<file path="src/rtl/fan_pwm_generator_if.sv">
// -----------------------------------------------------------------------------
// fan_pwm_generator_if
// Bundles the fan PWM generator's functional signals.
//   tick_in    : multiplier tick, asynchronous to the generator clock
//   speed_sel  : 2-bit speed level (0 off, 1 low, 2 mid, 3 high)
//   pwm_out    : registered fan gate drive
//   duty_cur   : duty in effect for the current frame
//   frame_done : one-cycle pulse on each frame wrap
//   busy       : high while the duty is ramping toward its target
// Modports: master drives tick/speed and observes outputs; slave is the
// generator itself.
// -----------------------------------------------------------------------------
interface fan_pwm_generator_if #(
  parameter int DUTY_W = 7
);
  logic              tick_in;
  logic [1:0]        speed_sel;
  logic              pwm_out;
  logic [DUTY_W-1:0] duty_cur;
  logic              frame_done;
  logic              busy;

  modport master (
    output tick_in, speed_sel,
    input  pwm_out, duty_cur, frame_done, busy
  );

  modport slave (
    input  tick_in, speed_sel,
    output pwm_out, duty_cur, frame_done, busy
  );
endinterface

</file>
<file path="src/rtl/fan_pwm_generator.sv">
// -----------------------------------------------------------------------------
// fan_pwm_generator
// Counts synchronised multiplier ticks into a PERIOD-tick frame and drives the
// fan gate high while the frame count is below the active duty. The duty is
// chosen by speed_sel and only changes on frame wraps.
//
// Ports:
//   clk_in : system clock, rising edge
//   rst    : synchronous active-high reset
//   bus    : fan_pwm_generator_if.slave (tick_in, speed_sel in;
//            pwm_out, duty_cur, frame_done, busy out)
//
// Build option: FAN_SOFTSTART_EN
//   defined   -> duty steps toward its target by RAMP_STEP once per frame,
//                busy flags the RAMP state
//   undefined -> duty jumps straight to the target at each wrap, busy is 0
// -----------------------------------------------------------------------------
module fan_pwm_generator #(
  parameter int PERIOD    = 100,
  parameter int DUTY_W    = 7,
  parameter int RAMP_STEP = 5,
  parameter int LOW_DUTY  = 30,
  parameter int MID_DUTY  = 60,
  parameter int HIGH_DUTY = 100
) (
  input  logic                clk_in,
  input  logic                rst,
  fan_pwm_generator_if.slave  bus
);

  // Level duties clamped to the frame length so no duty can exceed PERIOD.
  localparam logic [DUTY_W-1:0] LOW_C  = DUTY_W'((LOW_DUTY  > PERIOD) ? PERIOD : LOW_DUTY);
  localparam logic [DUTY_W-1:0] MID_C  = DUTY_W'((MID_DUTY  > PERIOD) ? PERIOD : MID_DUTY);
  localparam logic [DUTY_W-1:0] HIGH_C = DUTY_W'((HIGH_DUTY > PERIOD) ? PERIOD : HIGH_DUTY);
  localparam logic [DUTY_W-1:0] LAST_C = DUTY_W'(PERIOD - 1);
  localparam logic [DUTY_W-1:0] ONE_C  = DUTY_W'(1);
  localparam logic [DUTY_W-1:0] ZERO_C = DUTY_W'(0);

`ifdef FAN_SOFTSTART_EN
  localparam logic [DUTY_W:0] STEP_C = (DUTY_W+1)'(RAMP_STEP);

  typedef enum logic [1:0] {
    ST_OFF  = 2'd0,
    ST_RAMP = 2'd1,
    ST_RUN  = 2'd2
  } state_t;

  // One ramp step from cur toward tgt, computed one bit wider and saturated
  // at tgt so it can never overshoot, underflow below 0 or exceed PERIOD.
  function automatic logic [DUTY_W-1:0] step_toward(
    input logic [DUTY_W-1:0] cur,
    input logic [DUTY_W-1:0] tgt
  );
    logic [DUTY_W:0]   cur_w;
    logic [DUTY_W:0]   tgt_w;
    logic [DUTY_W:0]   sum_w;
    logic [DUTY_W:0]   floor_w;
    logic [DUTY_W:0]   diff_w;
    logic [DUTY_W-1:0] res;
    cur_w   = {1'b0, cur};
    tgt_w   = {1'b0, tgt};
    sum_w   = cur_w + STEP_C;
    floor_w = tgt_w + STEP_C;
    diff_w  = cur_w - STEP_C;
    if (cur < tgt) begin
      res = (sum_w >= tgt_w) ? tgt : sum_w[DUTY_W-1:0];
    end else if (cur > tgt) begin
      res = (cur_w <= floor_w) ? tgt : diff_w[DUTY_W-1:0];
    end else begin
      res = tgt;
    end
    return res;
  endfunction
`else
  typedef enum logic [0:0] {
    ST_OFF = 1'b0,
    ST_RUN = 1'b1
  } state_t;
`endif

  logic              sync1_r, sync2_r, edge_r;
  logic              tick_s;
  logic [DUTY_W-1:0] cnt_r, cnt_next_s;
  logic              wrap_s;
  logic [DUTY_W-1:0] target_s;
  logic [DUTY_W-1:0] duty_r, duty_next_s;
  logic [DUTY_W-1:0] duty_base_s;
  state_t            state_r, state_next_s;
  logic              pwm_r, frame_done_r, busy_r;

  // Two-stage synchroniser plus previous-value flop for rising-edge detect.
  always_ff @(posedge clk_in) begin
    if (rst) begin
      sync1_r <= 1'b0;
      sync2_r <= 1'b0;
      edge_r  <= 1'b0;
    end else begin
      sync1_r <= bus.tick_in;
      sync2_r <= sync1_r;
      edge_r  <= sync2_r;
    end
  end

  // A held-high tick_in produces only one pulse.
  assign tick_s = sync2_r & ~edge_r;

  // Frame counter next value and wrap detection.
  always_comb begin
    cnt_next_s = cnt_r;
    wrap_s     = 1'b0;
    if (tick_s) begin
      if (cnt_r == LAST_C) begin
        cnt_next_s = ZERO_C;
        wrap_s     = 1'b1;
      end else begin
        cnt_next_s = cnt_r + ONE_C;
      end
    end else begin
      cnt_next_s = cnt_r;
    end
  end

  // Clamped duty for the requested speed level.
  always_comb begin
    target_s = ZERO_C;
    case (bus.speed_sel)
      2'd0:    target_s = ZERO_C;
      2'd1:    target_s = LOW_C;
      2'd2:    target_s = MID_C;
      2'd3:    target_s = HIGH_C;
      default: target_s = ZERO_C;
    endcase
  end

  // Duty FSM next state; only acts on a frame wrap, otherwise holds.
  always_comb begin
    state_next_s = state_r;
    duty_next_s  = duty_r;
    duty_base_s  = duty_r;
    case (state_r)
      ST_OFF:  duty_base_s = ZERO_C;
      ST_RUN:  duty_base_s = duty_r;
`ifdef FAN_SOFTSTART_EN
      ST_RAMP: duty_base_s = duty_r;
`endif
      default: duty_base_s = ZERO_C;
    endcase
    if (wrap_s) begin
      if (target_s == ZERO_C) begin
        // Off is immediate, whatever the ramp position.
        state_next_s = ST_OFF;
        duty_next_s  = ZERO_C;
      end else begin
`ifdef FAN_SOFTSTART_EN
        duty_next_s  = step_toward(duty_base_s, target_s);
        state_next_s = (duty_next_s == target_s) ? ST_RUN : ST_RAMP;
`else
        duty_next_s  = target_s;
        state_next_s = ST_RUN;
`endif
      end
    end else begin
      state_next_s = state_r;
      duty_next_s  = duty_r;
    end
  end

  // Counter, FSM and registered outputs; pwm uses next-cycle values so it
  // lines up with the counter update.
  always_ff @(posedge clk_in) begin
    if (rst) begin
      cnt_r        <= ZERO_C;
      duty_r       <= ZERO_C;
      state_r      <= ST_OFF;
      pwm_r        <= 1'b0;
      frame_done_r <= 1'b0;
      busy_r       <= 1'b0;
    end else begin
      cnt_r        <= cnt_next_s;
      duty_r       <= duty_next_s;
      state_r      <= state_next_s;
      pwm_r        <= (cnt_next_s < duty_next_s);
      frame_done_r <= wrap_s;
`ifdef FAN_SOFTSTART_EN
      busy_r       <= (state_next_s == ST_RAMP);
`else
      busy_r       <= 1'b0;
`endif
    end
  end

  assign bus.pwm_out    = pwm_r;
  assign bus.duty_cur   = duty_r;
  assign bus.frame_done = frame_done_r;
  assign bus.busy       = busy_r;

endmodule
</file>
<file path="src/flat_wrapper.sv">
// flat-port wrapper written by rule: the top's interface ports become plain ports
module fan_pwm_generator_flat 
#(
  parameter int PERIOD    = 100,
  parameter int DUTY_W    = 7,
  parameter int RAMP_STEP = 5,
  parameter int LOW_DUTY  = 30,
  parameter int MID_DUTY  = 60,
  parameter int HIGH_DUTY = 100
)
  (clk_in, rst, bus_tick_in, bus_speed_sel, bus_pwm_out, bus_duty_cur, bus_frame_done, bus_busy);
  fan_pwm_generator_if #(.DUTY_W(DUTY_W)) bus_i ();
  input  logic clk_in;
  input  logic rst;
  input wire logic [$bits(bus_i.tick_in)-1:0] bus_tick_in;
  input wire logic [$bits(bus_i.speed_sel)-1:0] bus_speed_sel;
  output wire logic [$bits(bus_i.pwm_out)-1:0] bus_pwm_out;
  output wire logic [$bits(bus_i.duty_cur)-1:0] bus_duty_cur;
  output wire logic [$bits(bus_i.frame_done)-1:0] bus_frame_done;
  output wire logic [$bits(bus_i.busy)-1:0] bus_busy;
  assign bus_i.tick_in = bus_tick_in;
  assign bus_i.speed_sel = bus_speed_sel;
  assign bus_pwm_out = bus_i.pwm_out;
  assign bus_duty_cur = bus_i.duty_cur;
  assign bus_frame_done = bus_i.frame_done;
  assign bus_busy = bus_i.busy;
  fan_pwm_generator #(.PERIOD(PERIOD), .DUTY_W(DUTY_W), .RAMP_STEP(RAMP_STEP), .LOW_DUTY(LOW_DUTY), .MID_DUTY(MID_DUTY), .HIGH_DUTY(HIGH_DUTY)) u_core (.clk_in(clk_in), .rst(rst), .bus(bus_i));
endmodule
</file>
<file path="config.mk">
export PLATFORM = sky130hd
export DESIGN_NAME = fan_pwm_generator_flat
export DESIGN_NICKNAME = d
export VERILOG_FILES = /design/src/rtl/fan_pwm_generator_if.sv /design/src/rtl/fan_pwm_generator.sv /design/src/flat_wrapper.sv
export SDC_FILE = /design/constraint.sdc
export NUM_CORES = 1
export LEC_CHECK = 0
export CORE_MARGIN = 2
export CORE_UTILIZATION = 30
export CTS_BUF_LIST = sky130_fd_sc_hd__clkbuf_2 sky130_fd_sc_hd__clkbuf_4 sky130_fd_sc_hd__clkbuf_8
export DETAILED_ROUTE_END_ITERATION = 10
export GPL_TIMING_DRIVEN = 0
export REMOVE_ABC_BUFFERS = 1
export SLEW_MARGIN = 20
export SYNTH_ARGS = -nofsm -noshare
export SYNTH_HDL_FRONTEND = slang
export SYNTH_SLANG_ARGS = --single-unit
</file>
<file path="constraint.sdc">
create_clock -name clk_in -period 3.8 [get_ports clk_in]
set_input_delay 0.57 -clock clk_in [delete_from_list [all_inputs] [get_ports clk_in]]
set_output_delay 0.57 -clock clk_in [all_outputs]
set_load 0.01 [all_outputs]
</file>
==> results list, run 1 <==
- Mux contribution to synthesized area: between 6 and 7%
* Post-synthesis simple-gate area fraction: 26.7%
- Net count of the finished layout: approximately 140
- Vias in the first global route: 696
- Number of nets with antenna violations after routing: 0
- Summing the areas of all compound-gate instances in the mapped netlist gives about 5.4% of the synthesized area.
* Overall die width: 61.4 microns
- Sum of routed wire length over all layers: 1.69 mm
* Share of the synthesized netlist area taken by xor and xnor gates: 4.42%
- For this run, the top clock speed supported by timing is 397 MHz.
* Total overflow reported by the global router: 0
* Net switching power of the design: 0.0000731 W
- Count of state elements after synthesis: 19
* Worst endpoint required time: between 3 and 4 ns
* Most Crowded Layer GR: met2
* Number of flops mapped to enable cells by yosys: 0
- 15 I/O pins were placed.
- The worst setup path is captured at a flip-flop.
- The longest clock path from root to sink contains 2 buffers.
- Placeable core area: 3100 sq um
- Placer Congestion: 0.742
* TritonRoute pass-1 iters: 4
- Post-detail-place hpwl: 1.32 mm
- Outcome: complete, no violations
* Slew HR: 55.5%
* Most common library cells after synthesis: 19 x sky130_fd_sc_hd__dfxtp_1, 14 x sky130_fd_sc_hd__nor2_1, 12 x sky130_fd_sc_hd__ha_1
- Most frequently used cell type in the post-synthesis netlist: sky130_fd_sc_hd__dfxtp_1
* Number of pins exceeding their max-slew limit in the final report: 0
* Starting density of the core: 31.9%
* Number of antenna violations at the first check in global routing: 0
* Layout cell share with drive strength beyond 1: 6.61%
- Synth cell types: 25
* Minimum setup slack among reg-to-reg paths: 1.28 ns
- Post-synthesis instance total: 107
- Post-synthesis cell area: between 900 and 1000 sq um
- Hold-fix buffer count after cts: 0
- Final number of setup-violating endpoints: 0
- Antenna Cells: 0
* Clock sinks: 19
- Leakage: 0.508 nW
- Post-synthesis async set-or-reset flop share: 0%
* Clock tree root buffer cell: sky130_fd_sc_hd__clkbuf_4
* Critical-path maximum fanout: 7
* IR Drop Worst-Case VDD: 61.5 uV
- Summing the areas of all fa, ha and maj instances in the mapped netlist gives between 10% and 20% of the synthesized area.
- Most area-hungry cell type in the Yosys netlist: sky130_fd_sc_hd__dfxtp_1
* Routed wirelength normalized by instance count: 10.2 microns
- The most used flip-flop cell after synthesis is sky130_fd_sc_hd__dfxtp_1.
* Clock power share: about a third
* Max Cap Violations: 0
- Total negative slack: 0 ns
- For this design the ratio of total power to cell area is roughly 280 nW/um^2.
- After detailed placement, the design holds a cell count of 161.
* Gr usage total: 10.5%
- Input and output buffers added on the ports amount to 13.
- After filler insertion, the fill cell instance count of the layout stands at 340.
* Rows: 20
- For the worst setup path, the data arrival time is 2.68 ns.
- TritonCTS built the clock tree.
* Transition time at the pin with the least slew margin: ~0.67 ns
- Sequential group share of total power: 61.3%
- After layout, the design draws a total of 0.000331 W.
- The routed design could run at a clock period as short as ~2.5 ns.
- Combinational logic burns 5.9% of the power.
- For this run, the number of Yosys warnings is 0.
* Largest family of logic cells by synthesized area: simple AND/OR/NAND/NOR gates
- The worst setup path is launched from a flip-flop.
- Clock buffer count from CTS: 3
- Hold is met by 0.445 ns.
* Fraction of power spent switching nets: between 20% and 30%
* Path type of the worst min-delay path: flip-flop to flip-flop
* Via total after detailed routing: 750
- Met1 Usage GRT: 12.8%
- Once the clock tree was built, the resizer swapped 0 gates to a different size.
* Residual DRC: 0
- Of the post-synthesis cell area, the dominant cell type holds 38.4%.
- Internal power comes to 0.000258 W.
* Met2 routing resource usage after global routing: 17.9%
* Avg Synthesized Cell Area: 9.25 sq um
- The die is 61.4 microns tall.
- Final period util: 66.2%
- Maximum number of pins on one net before global-route repair: 20
* Worst setup path class: flip-flop to flip-flop
- Compared with the post-synthesis result, the final layout area differs by 20.2%.
- DIE AREA: approximately 3800 sq um
* Level count of the clock H-tree: 1
- At the later pin of the worst-skew pair, clock insertion delay measures 0.29 ns.
- The finished layout holds 165 standard cells, fillers aside.
- Met3 Resource Use GR: 1.26%
- Number of design-rule violations left by the first detailed-router iteration: 9
- Final hold violations: 0
- Clock transition at the registers of the reported paths: 0.10 ns
- Unrepaired setup endpoints after global routing: no
- Avg Vias per Cell: 4.55
- Share of synthesized area occupied by flip-flops and latches: 38.4%
- Ranked by total cell area, the synthesized netlist is headed by sky130_fd_sc_hd__dfxtp_1 38%, sky130_fd_sc_hd__ha_1 15%, sky130_fd_sc_hd__mux2i_1 6.1%.
* Worst Clk Skew: 0.00166 ns
* Postcts setup bufs: 0
- The first global-routing pass estimated 2.96 mm of wire.
[final cells by class]
cell class	instances	area [sq um]	share of cell area, %
timing repair buffer	13	130	10.9
multi-input combinational	80	576	48.4
sequential	19	380	32.0
clock buffer	4	30.0	2.52
inverter	5	18.8	1.58
tap	44	55.1	4.63
[cells by family (layout without fill, tap and decap cells)]
kind of cell | Yosys count | in the layout
flops | 19 | 19
xor+xnor | 5 | 5
other cells | 1 | 1
fa+ha+maj | 12 | 12
mux | 6 | 6
simple gates | 47 | 47
compound gates | 9 | 9
buf+inv | 8 | 22
[placed cells by master (no fill, tap or decap), types with 2 or more instances in the layout]
cell / n
sky130_fd_sc_hd__a211oi_1: 2
sky130_fd_sc_hd__a21oi_1: 4
sky130_fd_sc_hd__clkbuf_4: 4
sky130_fd_sc_hd__clkdlybuf4s50_1: 13
sky130_fd_sc_hd__dfxtp_1: 19
sky130_fd_sc_hd__ha_1: 12
sky130_fd_sc_hd__inv_1: 5
sky130_fd_sc_hd__mux2i_1: 6
sky130_fd_sc_hd__nand2_1: 9
sky130_fd_sc_hd__nand3_1: 4
sky130_fd_sc_hd__nand4_1: 4
sky130_fd_sc_hd__nor2_1: 14
sky130_fd_sc_hd__nor2b_1: 4
sky130_fd_sc_hd__nor3_1: 5
sky130_fd_sc_hd__o21ai_0: 2
sky130_fd_sc_hd__xnor2_1: 5
[critical path: stages (launching register included)]
cell	delay, ns
sky130_fd_sc_hd__dfxtp_1	0.40
sky130_fd_sc_hd__nor4b_4	0.42
sky130_fd_sc_hd__nand4_4	0.23
sky130_fd_sc_hd__mux2i_1	0.28
sky130_fd_sc_hd__ha_1	0.28
sky130_fd_sc_hd__a211oi_1	0.25
sky130_fd_sc_hd__nand3_1	0.10
sky130_fd_sc_hd__a2111oi_0	0.43
[final timing paths]
| path | start | to | depth (start not counted) |
|---|---|---|---|
| worst min register to register | u_core.sync1_r | u_core.sync2_r | 1 |
| worst max-delay path | u_core.cnt_r[2] | u_core.bus.pwm_out | 7 |
| worst max register to register | u_core.cnt_r[2] | u_core.bus.pwm_out | 7 |
| worst min-delay path | u_core.sync1_r | u_core.sync2_r | 1 |
[power by group through the flow]
stage	combinational, W	clock, W	sequential [W]
2_1_floorplan	0.0000102	0	0.000207
3_3_place_gp	0.0000195	0	0.000207
3_5_place_dp	0.0000199	0	0.000208
4_1_cts	0.0000201	0.000111	0.000203
5_1_grt	0.0000227	0.000116	0.000203
6_report	0.0000195	0.000109	0.000203
[flip-flops by register name, summed over array words and instances (netlist names)]
name                   count
u_core.bus.pwm_out         1
u_core.bus.duty_cur        7
u_core.cnt_r               7
u_core.sync1_r             1
u_core.sync2_r             1
u_core.bus.frame_done      1
u_core.edge_r              1
[routing by layer]
metal  share of wire (%)  up-vias
li1                    -      396
met1                  46      339
met2                  48       10
met3                 2.4        5
met4                 2.8        0
met5                   0        -
[through the flow]
step	util, %	instance area (sq um)	worst slack (ns)
after floorplan	-	975	1.64
after global placement	37.4	1160	1.07
after detailed placement	37.4	1160	1.02
after CTS	38.3	1190	1.24
after global routing	38.3	1190	1.07
final	38.3	1190	1.28
(Power assumes the default switching activity.)
==> run 2, diff against run 1 <==
clock period = 2.12 ns   (was 3.8 ns; I/O delays follow)
==> run 2 against run 1 <==
- the run now ends with setup timing left
- die area is the same
- wire length is 5.7% higher
- critical path depth is 1 higher
- cell area rose by 10%
- largest cell class unchanged
- global-route usage is 0.39 points higher
- clock skew up 0.00075 ns
- via count grew 2.1%
- hold slack about the same
- final cell count rose by 3.6%
- sequential share of layout area fell by 2.3 points
==> results list, run 2 (synthesized netlist as in run 1, its figures left out) <==
* Outcome: complete, but fails checks
* Violated checks: setup timing
* TritonCTS clock tree: yes
- # placed instances: 161 (unchanged)
* Clock latency reported for the late side of the worst-skew pair: 0.29 ns (about the same)
* Fmax achieved: 447 MHz (+13%)
- Minimum setup slack among reg-to-reg paths: -0.12 ns (-1.40 ns)
- Vias in the first global route: 728 (+4.6%)
* Max Cap Violations: 0 (unchanged)
* Endpoint of the most critical setup path: u_core.bus.pwm_out
- Die Y-Extent: 61.4 microns (unchanged)
* Worst Clk Skew: 0.00241 ns (+0.000751 ns)
- The number of buffer cells added on primary ports came to 13 (unchanged).
- The sum of internal, switching and leakage power came to 0.000594 W (+79%).
- The fraction of final layout cells sized beyond drive strength 1 is 22.0% (+15 points).
- Via total after detailed routing: 766 (+2.1%)
- Clock transition at the registers of the reported paths: 0.10 ns (about the same)
- Most common library cell in the layout ignoring fill and taps: sky130_fd_sc_hd__dfxtp_1
- The total power density per cell area came to 454 nW/um^2 (+63%).
* Critical Path Start Type: flip-flop
* Routed wirelength normalized by instance count: 10.4 microns (+2.0%)
- Cell Int Power: 0.000463 W (+79%)
* Gr usage total: 10.9% (+0.39 points)
* Final period util: 105% (+39 points)
* Final Instance Count excl. Fillers: 171 (+3.6%)
- The final worst hold slack was 0.445 ns (+0.000197 ns).
- Placeable core area: 3100 sq um (unchanged)
* Worst endpoint required time: 2.30 ns (-1.66 ns)
- From synthesis to final layout, the design area changed by 32.2%.
- Final hold violations: 0 (unchanged)
- Clock tree root buffer cell: sky130_fd_sc_hd__clkbuf_4
* Clock power share: 32.4% (-0.5 points)
- The final design utilization is 42.2% (+3.8 points).
* Clock buffer count from CTS: 3 (unchanged)
- Number of nets with antenna violations after routing: 0 (unchanged)
- The maximum clock insertion buffer count came to 2 (unchanged).
- Number of ports placed on the die boundary: 15 (unchanged)
- Net switching power of the design: 0.000131 W (+79%)
- Starting density of the core: 31.9% (unchanged)
- Level count of the clock H-tree: 1 (unchanged)
- Fraction of power spent switching nets: 22.1% (about the same)
- In the layout the commonest cells are 15 x sky130_fd_sc_hd__dfxtp_1, 14 x sky130_fd_sc_hd__nor2_1, 13 x sky130_fd_sc_hd__clkdlybuf4s50_1.
- Maximum number of pins on one net before global-route repair: 20 (unchanged)
- Number of pins exceeding their max-slew limit in the final report: 0 (unchanged)
* Worst reg2reg path depth: 8 (+1)
- The die width is 61.4 microns (unchanged).
* Rows: 20 (unchanged)
- The maximum resistive drop on vdd was 108 uV (+75%).
* Number of antenna violations at the first check in global routing: 0 (unchanged)
* Sequential group share of total power: 61.1% (-0.2 points)
- The residual DRC count is 0 (unchanged).
* Worst setup path class: flip-flop to flip-flop
* Net count of the finished layout: 145 (+4.3%)
- The post-layout minimum cycle time came to 2.24 ns (-0.281 ns).
- Slew HR: 53.5% (-2.0 points)
* Global-route wire length before repair: 3.06 mm (+3.5%)
* CP arrival: 2.42 ns (-0.26 ns)
* Clock sinks: 19 (unchanged)
- Avg Vias per Cell: 4.48 (-1.5%)
- The part of the total power dissipated in combinational logic was 6.6% (+0.7 points).
- The leakage power summed over all cells came to 0.514 nW (+1.2%).
- Startpoint of the worst setup timing path: u_core.cnt_r[4]
* Critical-path maximum fanout: 4 (-3)
* Count of filler cells inserted in the layout: 321 (-5.6%)
- Post-detail-place hpwl: 1.32 mm (unchanged)
- Placer Congestion: 0.742 (unchanged)
* Antenna Cells: 0 (unchanged)
- The global-route congestion overflow total came to 0 (unchanged).
* Final number of setup-violating endpoints: 1 (+1)
* Path type of the worst min-delay path: flip-flop to flip-flop
- Setup repair after global routing could not meet its margin everywhere.
- Min setup slack post-route: -0.116 ns (-1.40 ns)
* Worst R2R Start: u_core.cnt_r[4]
- The worst setup path is captured at a flip-flop.
- The number of design-rule violations left by the first detailed-router iteration is 9 (unchanged).
* TritonRoute pass-1 iters: 4 (unchanged)
- Reg2Reg Capture Point: u_core.bus.pwm_out
- The transition at the pin with the smallest max-transition slack came to 0.695 ns (+0.0300 ns).
- DIE AREA: 3770 sq um (unchanged)
* Sum of routed wire length over all layers: 1.78 mm (+5.7%)
-- run 2: cell count changes in the layout (fill, tap and decap cells not counted), sizes merged --
cell,previous run,this run
buf,0,6
-- run 2: layer usage --
layer  share of wire, %  vias to the layer above  GRT usage [%]  wire length, microns
met4                1.4                        0           5.47                    25
met1                 47                      351           13.7                   833
li1                   -                      406              -                     -
met3                2.1                        2           1.26                    37
met5                  0                        -              0                     0
met2                 50                        7           18.2                   888
-- run 2: worst max-delay path, cell delays in order, from the launching register on --
cell	delay (ns)
sky130_fd_sc_hd__dfxtp_4	0.36
sky130_fd_sc_hd__nor4b_4	0.40
sky130_fd_sc_hd__nand4_4	0.18
sky130_fd_sc_hd__buf_6	0.19
sky130_fd_sc_hd__mux2i_2	0.19
sky130_fd_sc_hd__ha_1	0.27
sky130_fd_sc_hd__nand4_1	0.11
sky130_fd_sc_hd__a21oi_1	0.06
sky130_fd_sc_hd__a2111oi_2	0.36
-- run 2: final cells by class --
cell class                 count  area, sq um  area share, %
multi-input combinational     80          634           48.5
tap                           44         55.1           4.21
timing repair buffer          19          183           14.0
clock buffer                   4         30.0           2.29
sequential                    19          388           29.6
inverter                       5         18.8           1.43
-- run 2: timing repair --
| action | CTS | global route |
|---|---|---|
| hold buffers | 0 | 0 |
| endpoints found under the setup margin | 1 | 1 |
| endpoints found under the hold margin | 0 | 0 |
| buffers inserted | 6 | 0 |
| pin swaps | 9 | 0 |
| resized for setup | 20 | 0 |
-- run 2: worst min-delay path by stage --
stage / start / endpoint / cells past startpoint
2_1_floorplan: rst / u_core.cnt_r[0] / 1
3_3_place_gp: u_core.sync1_r / u_core.sync2_r / 1
4_1_cts: u_core.sync1_r / u_core.sync2_r / 1
3_5_place_dp: u_core.sync1_r / u_core.sync2_r / 1
5_1_grt: u_core.sync1_r / u_core.sync2_r / 1
6_report: u_core.sync1_r / u_core.sync2_r / 1
-- run 2: power groups by stage --
stage	Combinational, W	Clock, W	Sequential, W
2_1_floorplan	0.0000182	0	0.000371
3_3_place_gp	0.0000350	0	0.000372
3_5_place_dp	0.0000357	0	0.000372
4_1_cts	0.0000391	0.000199	0.000363
5_1_grt	0.0000436	0.000208	0.000363
6_report	0.0000389	0.000192	0.000363
-- run 2: stage by stage --
stage / worst slack (ns) / TNS, ns / instance area [sq um]
final: -0.116 / -0.116 / 1310
after global routing: -0.248 / -0.248 / 1310
after CTS: -0.106 / -0.106 / 1310
after detailed placement: -0.406 / -0.406 / 1160
after global placement: -0.356 / -0.356 / 1160
after floorplan: -0.0351 / -0.0351 / 975
==> run 3, diff against run 2 <==
CORE_MARGIN = 1.5   (was 2)
clock period = 2.4 ns   (was 2.12 ns; I/O delays follow)
==> run 3 against run 2 <==
- the flow now finishes without violations
- utilization shrank 2.5 points
- count of clock-buffer cells in the layout is the same
- clock skew up 0.0013 ns
- highest routed layer unchanged
==> results list, run 3 (synthesized netlist as in run 1, its figures left out) <==
* Worst endpoint required time: 2.60 ns (+0.30 ns)
* Number of pins exceeding their max-slew limit in the final report: 0 (unchanged)
- Post-detail-place hpwl: 1.34 mm (+1.1%)
* Avg Vias per Cell: 4.59 (+2.4%)
- The transition at the pin with the smallest max-transition slack was 0.746 ns (+0.0504 ns).
- Overall die width: 60.4 microns (-1.6%)
- The residual DRC count came to 0 (unchanged).
- Sum of routed wire length over all layers: 1.81 mm (+1.2%)
* Maximum buffer depth of the clock tree: 2 (unchanged)
* Via total after detailed routing: 766 (unchanged)
* Gr usage total: 11.4% (+0.58 points)
- The initial antenna violation count came to 0 (unchanged).
- The most critical setup path has its startpoint at u_core.cnt_r[3].
- Critical-path maximum fanout: 4 (unchanged)
- Placeable core area: 3100 sq um (unchanged)
* Starting density of the core: 31.9% (unchanged)
- Clock buffer count from CTS: 3 (unchanged)
- Number of design-rule violations left by the first detailed-router iteration: 19 (+10)
* DIE AREA: 3650 sq um (-3.2%)
- The number of inserted filler cells in the final layout is 335 (+4.4%).
* Final hold violations: 0 (unchanged)
* Relative area change from synthesis to final layout: 24.5%
- The minimum setup slack among reg-to-reg paths is 0.13 ns (+0.24 ns).
- The cell row count was 20 (unchanged).
- Leaving out fill and tap cells, the most frequent cell in the layout is sky130_fd_sc_hd__dfxtp_1.
- The final weighted congestion of routability-driven global placement is 0.755 (+1.8%).
- The maximum resistive drop on vdd was 119 uV (+10%).
- Post-route minimum period: 2.27 ns (+0.0372 ns)
- TritonCTS clock tree: yes
* Leading cell types in the layout, fill and taps excluded: 18 x sky130_fd_sc_hd__dfxtp_1, 14 x sky130_fd_sc_hd__nor2_1, 13 x sky130_fd_sc_hd__clkdlybuf4s50_1
- The first-pass GRT wire length is 3.17 mm (+3.6%).
* Maximum number of pins on one net before global-route repair: 20 (unchanged)
* CP arrival: 2.47 ns (+0.05 ns)
* TritonRoute pass-1 iters: 4 (unchanged)
- The number of buffer cells added on primary ports came to 13 (unchanged).
- Die Y-Extent: 60.4 microns (-1.6%)
* Total overflow reported by the global router: 0 (unchanged)
- Number of ports placed on the die boundary: 15 (unchanged)
* Outcome: complete, no violations
* Fmax achieved: 440 MHz (-1.6%)
- Final period util: 94.7% (-11 points)
- Number of nets with antenna violations after routing: 0 (unchanged)
- The total power density per cell area was 434 nW/um^2 (-4.3%).
- Critical Path Sink Type: flip-flop
- The fraction of final layout cells sized beyond drive strength 1 was 13.8% (-8.2 points).
* Worst R2R Start: u_core.cnt_r[3]
- Path type of the worst min-delay path: flip-flop to flip-flop
- Clock transition at the registers of the reported paths: 0.11 ns (about the same)
* Vias in the first global route: 741 (+1.8%)
- Worst Clk Skew: 0.00374 ns (+0.00133 ns)
- Hold-fix buffer count after cts: 0 (unchanged)
* Hold path start: u_core.sync1_r
* Clock tree root buffer cell: sky130_fd_sc_hd__clkbuf_4
- The number of nets at the end of the flow was 141 (-2.8%).
- The worst setup path is of the flip-flop to flip-flop kind.
* Leakage: 0.506 nW (-1.6%)
- The number of endpoints failing setup at the final stage is 0 (-1).
- Routed wirelength normalized by instance count: 10.8 microns (+3.7%)
- Max Cap Violations: 0 (unchanged)
- The total placed instance area was 1160 sq um (unchanged).
- The insertion delay of the later-clocked pin in the worst-skew pair came to 0.30 ns (about the same).
- Final design area excluding fillers: 1230 sq um (-5.8%)
- Critical Path Start Type: flip-flop
- The final worst hold slack was 0.446 ns (+0.00158 ns).
- Antenna Cells: 0 (unchanged)
* Slew HR: 50.1% (-3.4 points)
* Clock sinks: 19 (unchanged)
- Level count of the clock H-tree: 1 (unchanged)
[run 3: changes by cell type in the layout (fill, tap and decap cells not counted), sizes merged]
| cell | previous run | this run |
|---|---|---|
| buf | 6 | 2 |
[run 3: through the flow]
step           total power [W]  worst slack, ns  std cells  TNS, ns  util, %
2_1_floorplan         0.000344            0.245        104        0        -
3_3_place_gp          0.000360           -0.125        161   -0.125     37.4
3_5_place_dp          0.000361           -0.151        161   -0.151     37.4
4_1_cts               0.000538           0.0119        166        0     38.7
5_1_grt               0.000553          -0.0112        167  -0.0112     39.7
6_report              0.000535            0.127        167        0     39.7
[run 3: cell type report]
| type | instances | area, sq um | share of cell area (%) |
|---|---|---|---|
| Multi-Input combinational cell | 80 | 602 | 48.8 |
| Sequential cell | 19 | 382 | 31.0 |
| Timing Repair Buffer | 15 | 145 | 11.8 |
| Tap cell | 44 | 55.1 | 4.47 |
| Clock buffer | 4 | 30.0 | 2.44 |
| Inverter | 5 | 18.8 | 1.52 |
[run 3: final timing paths]
path	endpoint	cells past startpoint
min	u_core.sync2_r	1
max reg2reg	u_core.bus.pwm_out	8
max	u_core.bus.pwm_out	8
min reg2reg	u_core.sync2_r	1
[run 3: repair_timing]
| action | in CTS | in global routing |
|---|---|---|
| resized for setup | 2 | 6 |
| pin swaps | 2 | 2 |
| endpoints found under the setup margin | 1 | 1 |
| buffers inserted | 1 | 1 |
| hold endpoints to repair | 0 | 0 |
[run 3: report_power, final]
part	leakage, nW	internal, W	switching [W]
sequential	0.154	0.000319	0.00000300
clock	0.0184	0.0000760	0.000104
combinational	0.333	0.0000150	0.0000180
[run 3: metal layers]
metal	GRT usage, %	part of all wire, %
met3	0.640	1.7
met1	14.8	50
met2	18.9	47
met4	6.52	1.4
met5	0	0
[run 3: critical path, stage by stage, from the launching register on]
cell,delay (ns)
sky130_fd_sc_hd__dfxtp_1,0.38
sky130_fd_sc_hd__nor4b_4,0.27
sky130_fd_sc_hd__buf_4,0.18
sky130_fd_sc_hd__nand4_4,0.13
sky130_fd_sc_hd__mux2i_2,0.19
sky130_fd_sc_hd__ha_1,0.32
sky130_fd_sc_hd__a211oi_2,0.23
sky130_fd_sc_hd__nand3_1,0.11
sky130_fd_sc_hd__a2111oi_2,0.36
==> RTL edit 1, RTL diff (settings of run 3) <==
Reset style: asynchronous (`rst`), changed in 2 clocked blocks. Comments in the files are not updated.
--- a/src/rtl/fan_pwm_generator.sv
+++ b/src/rtl/fan_pwm_generator.sv
@@ -89,7 +89,7 @@
   logic              pwm_r, frame_done_r, busy_r;
 
   // Two-stage synchroniser plus previous-value flop for rising-edge detect.
-  always_ff @(posedge clk_in) begin
+  always_ff @(posedge clk_in or posedge rst) begin
     if (rst) begin
       sync1_r <= 1'b0;
       sync2_r <= 1'b0;
@@ -167,7 +167,7 @@
 
   // Counter, FSM and registered outputs; pwm uses next-cycle values so it
   // lines up with the counter update.
-  always_ff @(posedge clk_in) begin
+  always_ff @(posedge clk_in or posedge rst) begin
     if (rst) begin
       cnt_r        <= ZERO_C;
       duty_r       <= ZERO_C;
Behaviour: no difference found for any inputs over 10 cycles, from zero or initial values and one cycle with rst high; that may be too few to reach the edited logic, so the function may still have changed.
==> RTL edit 1 against run 3 <==
Cell area increased by 14%; routed wire length grew 22%; sequential cell count is the same; core utilization rose by 1.2 points; area after synthesis up 12%; setup slack got worse by 0.023 ns; first-iteration DRC count shrank 58%; critical path depth unchanged.
Power is not compared: it rests on default switching activity, and its combinational part moved more than twofold at a synthesized area within 25%.
==> RTL edit 1: results (changes against run 3) <==
======================================================================
Wire length of the first global-routing pass                   3567 um   was 3174 um
Async SR Flop Fraction                                          100.0%   was 0%
Worst-case hold slack                                        0.3698 ns   was 0.4464 ns
Via count                                                          806   was 766
Hold path startpoint                                      u_core.sync1_r$_DFF_PP0_   was u_core.sync1_r$_SDFF_PP0_
Final net count                                                    138   was 141
Gpl congestion                                                  0.7135   was 0.7550
Critical path fanouts, max                                           6   was 4
Pre-CTS WS                                                  -0.2712 ns   was -0.1507 ns
Root Driver                                                   clkbuf_8   was clkbuf_4
Post-Route Skew                                             0.01031 ns   was 0.003736 ns
Cell type of the slowest stage on the worst timing path        dfrtp_2   was dfxtp_1
Routed wire length                                             2203 um   was 1806 um
Total Routing Usage GR                                          11.21%   was 11.44%
R2R Setup Slk                                                  0.10 ns   was 0.13 ns
Length of the first detailed-routing pass in iterations              6   was 4
Max stage delay on crit path                                   0.46 ns   was 0.38 ns
Run status                                                complete, no violations   unchanged
Fill cell instance count of the final layout                       338   was 335
Share of cells above drive strength 1                           21.67%   was 13.82%
Worst-path clk slew                                            0.08 ns   was 0.11 ns
Post-CTS sizing                                                      5   was 2
Routed len/inst                                               13.27 um   was 10.81 um
Buffers inserted by post-CTS timing repair                           4   was 1
Initial DRC Count                                                    8   was 19
# placed instances                                                 157   was 161
Largest area contributor in the synthesized netlist            dfrtp_1   was dfxtp_1
Worst Hold End                                            u_core.sync2_r$_DFF_PP0_   was u_core.sync2_r$_SDFF_PP0_
Worst-margin pin slew                                        0.7434 ns   was 0.7458 ns
Proportion of synthesized chip area in sequential cells         42.84%   was 38.43%
Hold Path Cell Cnt                                                   0   was 1
Mean area per synthesized cell                               10.99 um2   was 9.250 um2
Later-pin clock latency in the skew report                     0.27 ns   was 0.30 ns
Cell family with most CP delay                            simple AND/OR/NAND/NOR gates   was compound AO/OA/AOI/OAI gates
======================================================================
-- RTL edit 1: cell types whose count changed in the layout (fill, tap and decap cells not counted), sizes merged, moves of 3 or more --
cell and delta:
nand2 -3, mux2 +6, inv +4, nor3 -4, and2 +3, o21ai +6, buf +3, dfrtp +19
nor2 -12, dfxtp -19, a21oi -3, nor2b -3
-- RTL edit 1: area by class of cell --
type / count / area (um2) / area share (%)
Clock buffer: 3 / 41.29 / 2.931
Sequential cell: 19 / 478.0 / 33.93
Timing Repair Buffer: 18 / 167.7 / 11.90
Clock inverter: 1 / 5.005 / 0.3552
Inverter: 9 / 33.78 / 2.398
Tap cell: 46 / 57.56 / 4.085
Multi-Input combinational cell: 70 / 625.6 / 44.41
-- RTL edit 1: stage by stage --
step	total power, mW	util [%]	instance area [um2]	TNS, ns
finish	0.9092	40.93	1409	0
global route	0.9673	40.93	1409	0
CTS	0.8866	40.02	1378	0
detailed placement	0.6367	37.04	1275	-0.2712
global placement	0.6226	37.04	1275	-0.2675
floorplan	0.5591	-	1087	0
-- RTL edit 1: per-layer routing --
| metal | track usage, % | vias up | part of all wire (%) |
|---|---|---|---|
| met2 | 20.31 | 15 | 52 |
| met1 | 12.44 | 399 | 43 |
| li1 | - | 388 | - |
| met4 | 3.261 | 0 | 1.5 |
| met3 | 3.521 | 4 | 3.1 |
| met5 | 0 | - | 0 |
-- RTL edit 1: kinds of logic after synthesis --
kind of cell	share of synthesized area, %
AOI/OAI and AO/OA	8.343
xor gates and xnor gates	2.368
adders and majority gates	13.53
buffers and inverters	5.073
DFF	42.84
muxes	12.85
other	0.3379
and+or+nand+nor	14.66
==> RTL edit 2, RTL diff (config.mk and constraints of run 3) <==
Without the edit above. `DUTY_W` is set to 7 in 3 places; all go to 14.
--- a/src/rtl/fan_pwm_generator_if.sv
+++ b/src/rtl/fan_pwm_generator_if.sv
@@ -11,7 +11,7 @@
 // generator itself.
 // -----------------------------------------------------------------------------
 interface fan_pwm_generator_if #(
-  parameter int DUTY_W = 7
+  parameter int DUTY_W = 14
 );
   logic              tick_in;
   logic [1:0]        speed_sel;
--- a/src/rtl/fan_pwm_generator.sv
+++ b/src/rtl/fan_pwm_generator.sv
@@ -17,7 +17,7 @@
 // -----------------------------------------------------------------------------
 module fan_pwm_generator #(
   parameter int PERIOD    = 100,
-  parameter int DUTY_W    = 7,
+  parameter int DUTY_W    = 14,
   parameter int RAMP_STEP = 5,
   parameter int LOW_DUTY  = 30,
   parameter int MID_DUTY  = 60,
--- a/src/flat_wrapper.sv
+++ b/src/flat_wrapper.sv
@@ -2,7 +2,7 @@
 module fan_pwm_generator_flat 
 #(
   parameter int PERIOD    = 100,
-  parameter int DUTY_W    = 7,
+  parameter int DUTY_W    = 14,
   parameter int RAMP_STEP = 5,
   parameter int LOW_DUTY  = 30,
   parameter int MID_DUTY  = 60,
Interface: changed (resized bus_duty_cur); port bits go from 15 to 22. No check against the original RTL was run, so the function may have changed too.
==> RTL edit 2 against run 3 <==
The run now ends with negative setup slack left; highest routed layer unchanged; area after synthesis increased by 74%; largest power group unchanged; routed wire length is 94% higher; final cell count grew 71%; sequential power grew 72%; setup slack got worse by 0.21 ns; clock skew about the same; cell area up 78%; critical path depth is 1 higher; total power grew 91%; sequential cell count up 14.
==> RTL edit 2: results (changes against run 3) <==
==============================================================================
Proportion of synthesized chip area in sequential cells                 38.26%   was 38.43%
Tot Pwr                                                               1.022 mW   was 0.5349 mW
Met2 routing resource usage after global routing                        19.31%   was 18.94%
Top area cells in the synthesized netlist                         dfxtp_1 38%, ha_1 14%, and2_1 6.2%   was dfxtp_1 38%, ha_1 15%, mux2i_1 6.1%
Final TNS setup                                                    -0.08754 ns   was 0 ns
Max stage delay on crit path                                           0.42 ns   was 0.38 ns
Leading cell types by count after synthesis                       33 x dfxtp_1, 23 x nor2_1, 19 x ha_1   was 19 x dfxtp_1, 14 x nor2_1, 12 x ha_1
Maximum number of pins on one net before global-route repair                18   was 20
Wire length on met1                                                    1742 um   was 899 um
Run status                                                        finished with violations   was complete, no violations
Reported leakage power                                               0.9262 nW   was 0.5058 nW
Routed wire length                                                     3511 um   was 1806 um
Vias in the first global route                                           1,292   was 741
Post-Route Skew                                                    0.003862 ns   was 0.003736 ns
Sum of met3 wire segment lengths after detailed routing                 118 um   was 30 um
Met3 Usage GRT                                                          3.793%   was 0.6397%
Remaining max-slew budget at the tightest pin                           62.13%   was 50.12%
Net switching component of the power                                 0.2146 mW   was 0.1251 mW
Worst-path clk slew                                                    0.06 ns   was 0.11 ns
# H-tree levels                                                              2   was 1
Fill cell instance count of the final layout                               558   was 335
Critical path fanouts, max                                                   3   was 4
Cell type of the slowest stage on the worst timing path                  or3_4   was dfxtp_1
CTS buffer count                                                             5   was 3
Count of input and output buffers                                           20   was 13
Placed Area                                                       0.001968 mm2   was 0.001160 mm2
Fraction of synthesized area in multiplexers                            4.058%   was 6.068%
Later-pin clock latency in the skew report                             0.28 ns   was 0.30 ns
Met2 wirelength from detailed routing                                  1598 um   was 850 um
Power of the combinational group                                     0.0388 mW   was 0.0330 mW
Max VDD drop                                                         0.2509 mV   was 0.1188 mV
Worst-case hold slack                                                0.4416 ns   was 0.4464 ns
Final setup violation count                                                  1   was 0
Critical path startpoint                                          u_core.cnt_r[0]$_SDFF_PP0_   was u_core.cnt_r[3]$_SDFF_PP0_
Wire length of the first global-routing pass                           5913 um   was 3174 um
Share of cells above drive strength 1                                   18.22%   was 13.82%
Synth unique cells                                                          34   was 25
Share of the synthesized area in compound gates (AO/OA/AOI/OAI)         4.275%   was 5.436%
Cell family with most CP delay                                    simple AND/OR/NAND/NOR gates   was compound AO/OA/AOI/OAI gates
Cells on worst reg2reg path                                                  9   was 8
Required time at the endpoint of the critical path                     2.57 ns   was 2.60 ns
Violations in the final reports                                   negative setup slack
Layout Cells excl Fill                                                     286   was 167
Total Routing Usage GR                                                  12.26%   was 11.44%
Avg Vias per Cell                                                        4.594   was 4.587
Fraction of the mapped netlist area in adder cells                      13.77%   was 15.17%
Sequential group share of total power                                    54.2%   was 60.1%
Final WS setup                                                     -0.08754 ns   was 0.1273 ns
Pre-CTS WS                                                          -0.3693 ns   was -0.1507 ns
Met1 track utilization from global routing                              15.87%   was 14.84%
Root Driver                                                           clkbuf_8   was clkbuf_4
==============================================================================
## RTL edit 2: area by class of cell
cell class              count  area, um2  share of cell area [%]
repair buffers             32      290.3                   13.20
multi-input cells         135       1037                   47.16
flip-flops and latches     33      665.6                   30.26
clock buffers               7      90.09                   4.096
inverters                   7      26.28                   1.195
well taps                  72      90.09                   4.096
## RTL edit 2: what timing repair did
action	CTS	global route
pin swaps	7	6
cloned	0	0
endpoints found under the setup margin	1	1
hold endpoints to repair	0	0
hold buffers	0	0
resized for setup	6	7
setup buffers	8	4
## RTL edit 2: how the worst max path moves through the flow
stage	slack (ns)	to
after CTS	-0.07	u_core.bus.pwm_out$_SDFF_PP0_
after detailed placement	-0.37	u_core.bus.pwm_out$_SDFF_PP0_
after floorplan	0.05	u_core.bus.pwm_out$_SDFF_PP0_
after global routing	-0.17	u_core.bus.pwm_out$_SDFF_PP0_
final	-0.09	u_core.bus.pwm_out$_SDFF_PP0_
after global placement	-0.39	u_core.bus.pwm_out$_SDFF_PP0_
